==> config.mk <==
export PLATFORM = sky130hd
export DESIGN_NAME = multicycle_control
export DESIGN_NICKNAME = d
export VERILOG_FILES = /design/src/rtl/multicycle_control.sv
export SDC_FILE = /design/constraint.sdc
export NUM_CORES = 1
export LEC_CHECK = 0
export CORE_UTILIZATION = 39
export DETAILED_ROUTE_END_ITERATION = 10
export PLACE_DENSITY = 0.72
export SLEW_MARGIN = 15
export SYNTH_ARGS = -nofsm -noshare
export SYNTH_HDL_FRONTEND = slang
export SYNTH_SLANG_ARGS = --single-unit
==> constraint.sdc <==
create_clock -name clk -period 1.6 [get_ports clk]
set_input_delay 0.32 -clock clk [delete_from_list [all_inputs] [get_ports clk]]
set_output_delay 0.32 -clock clk [all_outputs]
set_load 0.02 [all_outputs]
==> src/rtl/multicycle_control.sv <==
// Multi-cycle RV32 sequencing controller: steps the shared datapath through
// FETCH/DECODE/EXECUTE/MEMORY/WRITEBACK and parks in a sticky FAULT state.
module multicycle_control #(
    parameter int unsigned MEM_TIMEOUT = 15
) (
    input  logic       clk,
    input  logic       reset,
    input  logic [6:0] opcode,
    input  logic       take_branch,
    input  logic       mem_ready,
    output logic       pc_write,
    output logic [1:0] pc_src,
    output logic       ir_write,
    output logic       mem_read,
    output logic       mem_write,
    output logic       reg_write,
    output logic [1:0] alu_src_a,
    output logic [1:0] alu_src_b,
    output logic [1:0] alu_op,
    output logic [1:0] mem_to_reg,
    output logic       instr_done,
    output logic       fault,
    output logic [2:0] state
);

    typedef enum logic [2:0] {
        S_FETCH     = 3'd0,
        S_DECODE    = 3'd1,
        S_EXECUTE   = 3'd2,
        S_MEMORY    = 3'd3,
        S_WRITEBACK = 3'd4,
        S_FAULT     = 3'd7
    } state_e;

    localparam logic [6:0] OP_RTYPE  = 7'b0110011;
    localparam logic [6:0] OP_ITYPE  = 7'b0010011;
    localparam logic [6:0] OP_LOAD   = 7'b0000011;
    localparam logic [6:0] OP_STORE  = 7'b0100011;
    localparam logic [6:0] OP_BRANCH = 7'b1100011;
    localparam logic [6:0] OP_JAL    = 7'b1101111;
    localparam logic [6:0] OP_JALR   = 7'b1100111;

    // Counter is at least 4 bits and grows if the timeout needs more.
    localparam int unsigned CNT_W     = ($clog2(MEM_TIMEOUT + 1) > 4) ? $clog2(MEM_TIMEOUT + 1) : 4;
    localparam int unsigned LIMIT_INT = (MEM_TIMEOUT == 0) ? 0 : MEM_TIMEOUT - 1;
    localparam logic [CNT_W-1:0] LIMIT = LIMIT_INT[CNT_W-1:0];

    state_e           state_q, state_d;
    logic [CNT_W-1:0] wait_cnt_q, wait_cnt_d;
    logic             timeout_hit;

    logic       pc_write_c, ir_write_c, mem_read_c, mem_write_c, reg_write_c;
    logic       instr_done_c, fault_c;
    logic [1:0] pc_src_c, alu_src_a_c, alu_src_b_c, alu_op_c, mem_to_reg_c;

    assign timeout_hit = (MEM_TIMEOUT != 0) && (wait_cnt_q == LIMIT);

    // NOTE: sequential state uses non-blocking assignments so every register
    // samples the pre-edge values regardless of statement order.
    always_ff @(posedge clk or posedge reset) begin
        if (reset) begin
            state_q    <= S_FETCH;
            wait_cnt_q <= '0;
        end else begin
            state_q    <= state_d;
            wait_cnt_q <= wait_cnt_d;
        end
    end

    // NOTE: every signal gets a default before the case so no path leaves it
    // unassigned, which would otherwise infer a latch.
    always_comb begin
        state_d      = state_q;
        pc_write_c   = 1'b0;
        pc_src_c     = 2'b00;
        ir_write_c   = 1'b0;
        mem_read_c   = 1'b0;
        mem_write_c  = 1'b0;
        reg_write_c  = 1'b0;
        alu_src_a_c  = 2'b00;
        alu_src_b_c  = 2'b00;
        alu_op_c     = 2'b00;
        mem_to_reg_c = 2'b00;
        instr_done_c = 1'b0;
        fault_c      = 1'b0;

        case (state_q)
            S_FETCH: begin
                mem_read_c  = 1'b1;
                alu_src_b_c = 2'b10;
                if (mem_ready) begin
                    ir_write_c = 1'b1;
                    pc_write_c = 1'b1;
                    state_d    = S_DECODE;
                end else if (timeout_hit) begin
                    state_d = S_FAULT;
                end
            end

            S_DECODE: begin
                alu_src_a_c = 2'b10;
                alu_src_b_c = 2'b01;
                case (opcode)
                    OP_RTYPE, OP_ITYPE, OP_LOAD, OP_STORE,
                    OP_BRANCH, OP_JAL, OP_JALR: state_d = S_EXECUTE;
                    default:                    state_d = S_FAULT;
                endcase
            end

            S_EXECUTE: begin
                case (opcode)
                    OP_RTYPE: begin
                        alu_src_a_c = 2'b01;
                        alu_op_c    = 2'b10;
                        state_d     = S_WRITEBACK;
                    end
                    OP_ITYPE: begin
                        alu_src_a_c = 2'b01;
                        alu_src_b_c = 2'b01;
                        alu_op_c    = 2'b11;
                        state_d     = S_WRITEBACK;
                    end
                    OP_LOAD, OP_STORE: begin
                        alu_src_a_c = 2'b01;
                        alu_src_b_c = 2'b01;
                        state_d     = S_MEMORY;
                    end
                    OP_BRANCH: begin
                        alu_src_a_c  = 2'b01;
                        alu_op_c     = 2'b01;
                        pc_write_c   = take_branch;
                        pc_src_c     = take_branch ? 2'b01 : 2'b00;
                        instr_done_c = 1'b1;
                        state_d      = S_FETCH;
                    end
                    OP_JAL: begin
                        pc_write_c = 1'b1;
                        pc_src_c   = 2'b01;
                        state_d    = S_WRITEBACK;
                    end
                    OP_JALR: begin
                        alu_src_a_c = 2'b01;
                        alu_src_b_c = 2'b01;
                        pc_write_c  = 1'b1;
                        pc_src_c    = 2'b10;
                        state_d     = S_WRITEBACK;
                    end
                    default: state_d = S_FAULT;
                endcase
            end

            S_MEMORY: begin
                case (opcode)
                    OP_LOAD: begin
                        mem_read_c = 1'b1;
                        if (mem_ready)        state_d = S_WRITEBACK;
                        else if (timeout_hit) state_d = S_FAULT;
                    end
                    OP_STORE: begin
                        mem_write_c = 1'b1;
                        if (mem_ready) begin
                            instr_done_c = 1'b1;
                            state_d      = S_FETCH;
                        end else if (timeout_hit) begin
                            state_d = S_FAULT;
                        end
                    end
                    default: state_d = S_FAULT;
                endcase
            end

            S_WRITEBACK: begin
                reg_write_c  = 1'b1;
                instr_done_c = 1'b1;
                state_d      = S_FETCH;
                case (opcode)
                    OP_LOAD:         mem_to_reg_c = 2'b01;
                    OP_JAL, OP_JALR: mem_to_reg_c = 2'b10;
                    default:         mem_to_reg_c = 2'b00;
                endcase
            end

            S_FAULT: fault_c = 1'b1;

            default: state_d = S_FAULT;
        endcase
    end

    // Waits are counted per state visit; any transition restarts the count.
    always_comb begin
        wait_cnt_d = wait_cnt_q;
        if (state_d != state_q) begin
            wait_cnt_d = '0;
        end else if ((state_q == S_FETCH || state_q == S_MEMORY) && !mem_ready) begin
            wait_cnt_d = wait_cnt_q + CNT_W'(1);
        end
    end

    // Outputs are forced low for as long as reset is held, not just at the edge.
    always_comb begin
        pc_write   = 1'b0;
        pc_src     = 2'b00;
        ir_write   = 1'b0;
        mem_read   = 1'b0;
        mem_write  = 1'b0;
        reg_write  = 1'b0;
        alu_src_a  = 2'b00;
        alu_src_b  = 2'b00;
        alu_op     = 2'b00;
        mem_to_reg = 2'b00;
        instr_done = 1'b0;
        fault      = 1'b0;
        state      = 3'd0;
        if (!reset) begin
            pc_write   = pc_write_c;
            pc_src     = pc_src_c;
            ir_write   = ir_write_c;
            mem_read   = mem_read_c;
            mem_write  = mem_write_c;
            reg_write  = reg_write_c;
            alu_src_a  = alu_src_a_c;
            alu_src_b  = alu_src_b_c;
            alu_op     = alu_op_c;
            mem_to_reg = mem_to_reg_c;
            instr_done = instr_done_c;
            fault      = fault_c;
            state      = state_q;
        end
    end

endmodule

==> out/summary.log, run 1 <==
INFO  synth          synth-seq-cells=7
INFO  outcome        run_status=stopped before the end
INFO  synth          synth_top_cells_by_area=dfrtp_1 (21%), nor3_1 (6.0%), nor2_1 (5.4%), nand2_1 (4.1%), ha_1 (3.0%)
INFO  synth          yosys_warnings=0
INFO  global_routing grt_max_degree=10
INFO  floorplan      die_ht=48.2um
INFO  outcome        outcome.stop_stage=5_1_grt
INFO  cts            cts_made_buffers=3
INFO  synth          syn-instance-count=115
INFO  synth          synth.net_count=128
INFO  floorplan      die_x=48.2um
INFO  synth          synth_largest_area_cell=dfrtp_1
INFO  floorplan      ioPinCount=31
INFO  place          numPlacedInstances=213
INFO  synth          synth_flop_cell=dfrtp_1
INFO  synth          synth.lib_cells_used.distinct=42
INFO  synth          synth.top_cell.area_share=21.0%
INFO  synth          synth-async-reset-ratio=100%
INFO  place          gp_congestion=0.908
INFO  cts            htree_num_levels=1
INFO  synth          synth.yosys.seq_area_share=21.0%
INFO  place          port-buffer-count=30
INFO  cts            clock-root-buffer=clkbuf_4
INFO  floorplan      placement_rows=16
INFO  sta            worst-ep-kind=top-level output
INFO  floorplan      initial_core_util=42.0%
INFO  synth          syn_area_per_cell=7.25um2
INFO  global_routing track_usage=74.1%
INFO  cts            cts.sinks=7
INFO  place          pre_cts_slack=-997ps
INFO  cts            clock_path_buffers=2
INFO  global_routing grt_overflow=48
INFO  sta            worst_path_endpoint_after_global_route_repair_timing=instr_done
INFO  synth          syn-cell-area=833um2
INFO  place          dp_hpwl=2410um
INFO  outcome        error_line=[ERROR GRT-0232] Routing congestion too high. Check the congestion heatmap in the GUI.
INFO  synth          synth_edf_count=0
## stage by stage
stage / area (um2) / utilization [%] / hold WS [ps]
after floorplan: 883 / - / 140
after global placement: 1540 / 77.7 / 596
after detailed placement: 1540 / 77.7 / 625
after CTS: 1850 / 93.2 / 456
## cell families after synthesis
| group | share of synthesized area, % |
|---|---|
| and+or+nand+nor | 38.0 |
| AOI/OAI and AO/OA | 25.1 |
| buffers and inverters | 6.31 |
| DFF | 21.0 |
| xor gates and xnor gates | 4.20 |
| muxes | 2.40 |
| adders and majority gates | 3.00 |
## Yosys cell counts, types with 3 or more instances
cell type,instances
a21oi_1,4
buf_2,3
clkbuf_1,4
dfrtp_1,7
inv_1,6
nand2_1,9
nand2b_1,3
nand3_1,4
nor2_1,12
nor3_1,10
nor4_1,4
o21ai_0,3
o31ai_1,3
or2_2,3
## repair_timing
action	CTS
gates resized for setup	203
hold buffers	0
gates cloned	0
setup endpoints to repair	27
buffers inserted	8
endpoints found under the hold margin	0
pin swaps	19
## metal layers
layer  overflow  GRT usage [%]
met3          0           49.3
met2         24           93.6
met5          0           5.00
met1          0           69.8
met4         24           96.7
==> inputs of run 2 (changes only) <==
Settings changed: CORE_AREA set to 2 2 63 65, CORE_UTILIZATION 39 to not set, DIE_AREA set to 0 0 65 67, PLACE_DENSITY 0.72 to not set, PLACE_DENSITY_LB_ADDON set to 0.15.
Clock period 1.6 ns to 2.08 ns, I/O delays scaled along.
==> out/summary.log, run 2 <==
INFO  cts            clock_insertion_delay_worst_skew=230ps
INFO  sta            achievable-frequency=509MHz
INFO  place          dp_hpwl=2460um [was 2410 um]
INFO  place          port-buffer-count=30 [unchanged]
INFO  global_routing wire_length_of_the_first_global_routing_pass=5290um
INFO  sta            post-route-min-period=1960ps
INFO  floorplan      initial_core_util=23.1% [was 42.0%]
INFO  sta            maxSlewViolCount=0
INFO  layout         drive_gt1_share=50.0%
INFO  floorplan      ioPinCount=31 [unchanged]
INFO  detailed_routing drt_iter0_markers=36
INFO  detailed_routing num_vias=1145
INFO  cts            cts.sinks=7 [unchanged]
INFO  place          pre_cts_slack=-728ps [was -997 ps]
INFO  sta            accumulated_negative_setup_slack=0ps
INFO  layout         mostFrequentLayoutCell=buf_4
INFO  power          max-vdd-ir-drop=0.162mV
INFO  synth          synth-seq-cells=7 [unchanged]
INFO  outcome        run_status=completed [was stopped before the end]
INFO  layout         top_regs=wait_cnt_q: 4 flops, state_q: 3 flops
INFO  power          leakage=0.760nW
INFO  detailed_routing detail_route.first_pass.iterations=4
INFO  synth          yosys_warnings=0 [unchanged]
INFO  synth          synth_top_cells_by_area=dfrtp_1 (21%), nor3_1 (6.0%), nor2_1 (5.4%), nand2_1 (4.1%), ha_1 (3.0%) [unchanged]
INFO  floorplan      placement_rows=22 [was 16]
INFO  global_routing antenna_found_initial=0
INFO  setup_path     critPathArrivalTime=1550ps
INFO  synth          synth_flop_cell=dfrtp_1 [unchanged]
INFO  synth          syn-cell-area=833um2 [unchanged]
INFO  floorplan      die_x=65um [was 48.2 um]
INFO  cts            clock-root-buffer=clkbuf_8 [was clkbuf_4]
INFO  global_routing grt_overflow=0
INFO  synth          synth_top_cells_by_count=nor2_1 (12), nor3_1 (10), nand2_1 (9), dfrtp_1 (7), inv_1 (6) [unchanged]
INFO  sta            post-route-period-util=94.4%
INFO  synth          syn_area_per_cell=7.25um2 [unchanged]
INFO  synth          synth.yosys.seq_area_share=21.0% [unchanged]
INFO  sta            worst-slew-pin-transition=462ps
INFO  setup_path     max_fanout_on_critical_path=4
INFO  synth          synth.net_count=128 [unchanged]
INFO  detailed_routing antenna_violating_nets_post_route=0
INFO  floorplan      die_ht=67um [was 48.2 um]
INFO  floorplan      die_area=4360um2
INFO  setup_path     cp-startpoint=opcode[3]
INFO  synth          syn-instance-count=115 [unchanged]
INFO  layout         top_register=wait_cnt_q
INFO  sta            clock-skew-final=6.82ps
INFO  global_routing first_global_vias=1185
INFO  cts            tritoncts=yes
INFO  worst_hold_path timing.hold.worst.class=input pin to async pin
INFO  sta            final_hold_fails=0
INFO  setup_path     timing.critical_path.required=1660ps
INFO  setup_path     critical_path_class=input pin to output port
INFO  synth          synth_edf_count=0 [unchanged]
INFO  sta            max-slew-margin-rel=69.1%
INFO  layout         finalNonFillerCells=234
INFO  power          power_density=276nW/um2
INFO  cts            holdBufCountCts=0 [unchanged]
INFO  synth          synth.lib_cells_used.distinct=42 [unchanged]
INFO  place          numPlacedInstances=227 [was 213]
INFO  sta            setup_viol=0
INFO  layout         finalNetCount=200
INFO  cts            htree_num_levels=1 [unchanged]
INFO  setup_path     worst_r2r_startpoint=state_q[2]
INFO  detailed_routing route.detailed.drc=0
INFO  global_routing grt_max_degree=9
INFO  place          gp_congestion=0.803 [was 0.908]
INFO  detailed_routing vias_per_cell=4.89
INFO  setup_path     crit_path_start_kind=input pin
INFO  detailed_routing route.detailed.wl_per_inst=13.6um
INFO  run            maxCapViolCount=0
INFO  synth          synth-async-reset-ratio=100% [unchanged]
INFO  sta            timing.final.ws_setup=117ps
INFO  synth          synthMostInstantiatedCell=nor2_1 [unchanged]
INFO  cts            clock_path_buffers=2 [unchanged]
INFO  sta            rsz0062_at_grt=no
INFO  layout         diodes=0
INFO  layout         area_growth_syn_to_layout=94.9%
INFO  setup_path     setup.worst_path.end_class=output port
INFO  synth          synth.top_cell.area_share=21.0% [unchanged]
INFO  floorplan      coreArea=3610um2
INFO  cts            clk_transition_reported_paths=50ps
INFO  detailed_routing totalWireLength=3180um
INFO  cts            cts_made_buffers=3 [unchanged]
INFO  layout         largest_register_ff_count=4
INFO  global_routing track_usage=15.6%
INFO  synth          synth_largest_area_cell=dfrtp_1 [unchanged]
[run 2: cell counts after synthesis]
Identical to the previous run, type by type.
[run 2: cell families after synthesis]
group	synth area share, %
simple gates	38.0
compound gates	25.1
buf+inv	6.31
flops	21.0
xor+xnor	4.20
mux	2.40
fa+ha+maj	3.00
[run 2: critical path: stages]
cell and delay, ps:
clkbuf_2 120, nand4bb_4 270, or3_4 420, nor3_4 180, buf_6 140
[run 2: path summary, 6_finish.rpt]
| check | to | slack, ps | cells past startpoint |
|---|---|---|---|
| max reg2reg | wait_cnt_q[1] | 230 | 5 |
| max in group asynchronous | state_q[2] | 1470 | 3 |
| max | mem_write | 120 | 5 |
| min in group clk | wait_cnt_q[3] | 660 | 2 |
| min reg2reg | wait_cnt_q[3] | 660 | 2 |
| min | wait_cnt_q[0] | 480 | 3 |
[run 2: what timing repair did]
item                                    4_1_cts  5_1_grt
buffers inserted                              3        0
gates resized for setup                      94       30
endpoints found under the setup margin       20       16
pin swaps                                     3       12
hold endpoints to repair                      0        0
[run 2: metal layers]
layer  global-route usage [%]  wire [um]  vias up
li1                         -          -      567
met1                     19.5       1410      536
met2                     28.2       1620       38
met3                     2.70        129        4
met4                     2.66         23        0
met5                        0          0        -
[run 2: per-stage QoR]
step                hold WS, ps  util (%)  instance area [um2]  power, W
floorplan                   236         -                  838  0.000178
global placement            607      40.9                 1480  0.000242
detailed placement          637      40.9                 1480  0.000244
CTS                         475      43.6                 1570  0.000447
global route                528      45.0                 1620  0.000475
finish                      476      45.0                 1620  0.000449
[run 2: layout make-up]
class | instances | area, um2
clock buffer | 4 | 45.0
fill | 385 | 1980
tap | 48 | 60.1
inverter | 6 | 22.5
multi-input combinational | 95 | 749
sequential | 7 | 175
timing repair buffer | 74 | 572
[run 2: power by group]
group / switching, W / internal (W) / total (W)
clock network: 0.0000627 / 0.000133 / 0.000196
logic: 0.0000565 / 0.0000571 / 0.000114
registers: 0.00000128 / 0.000138 / 0.000140
(Power assumes the default switching activity.)
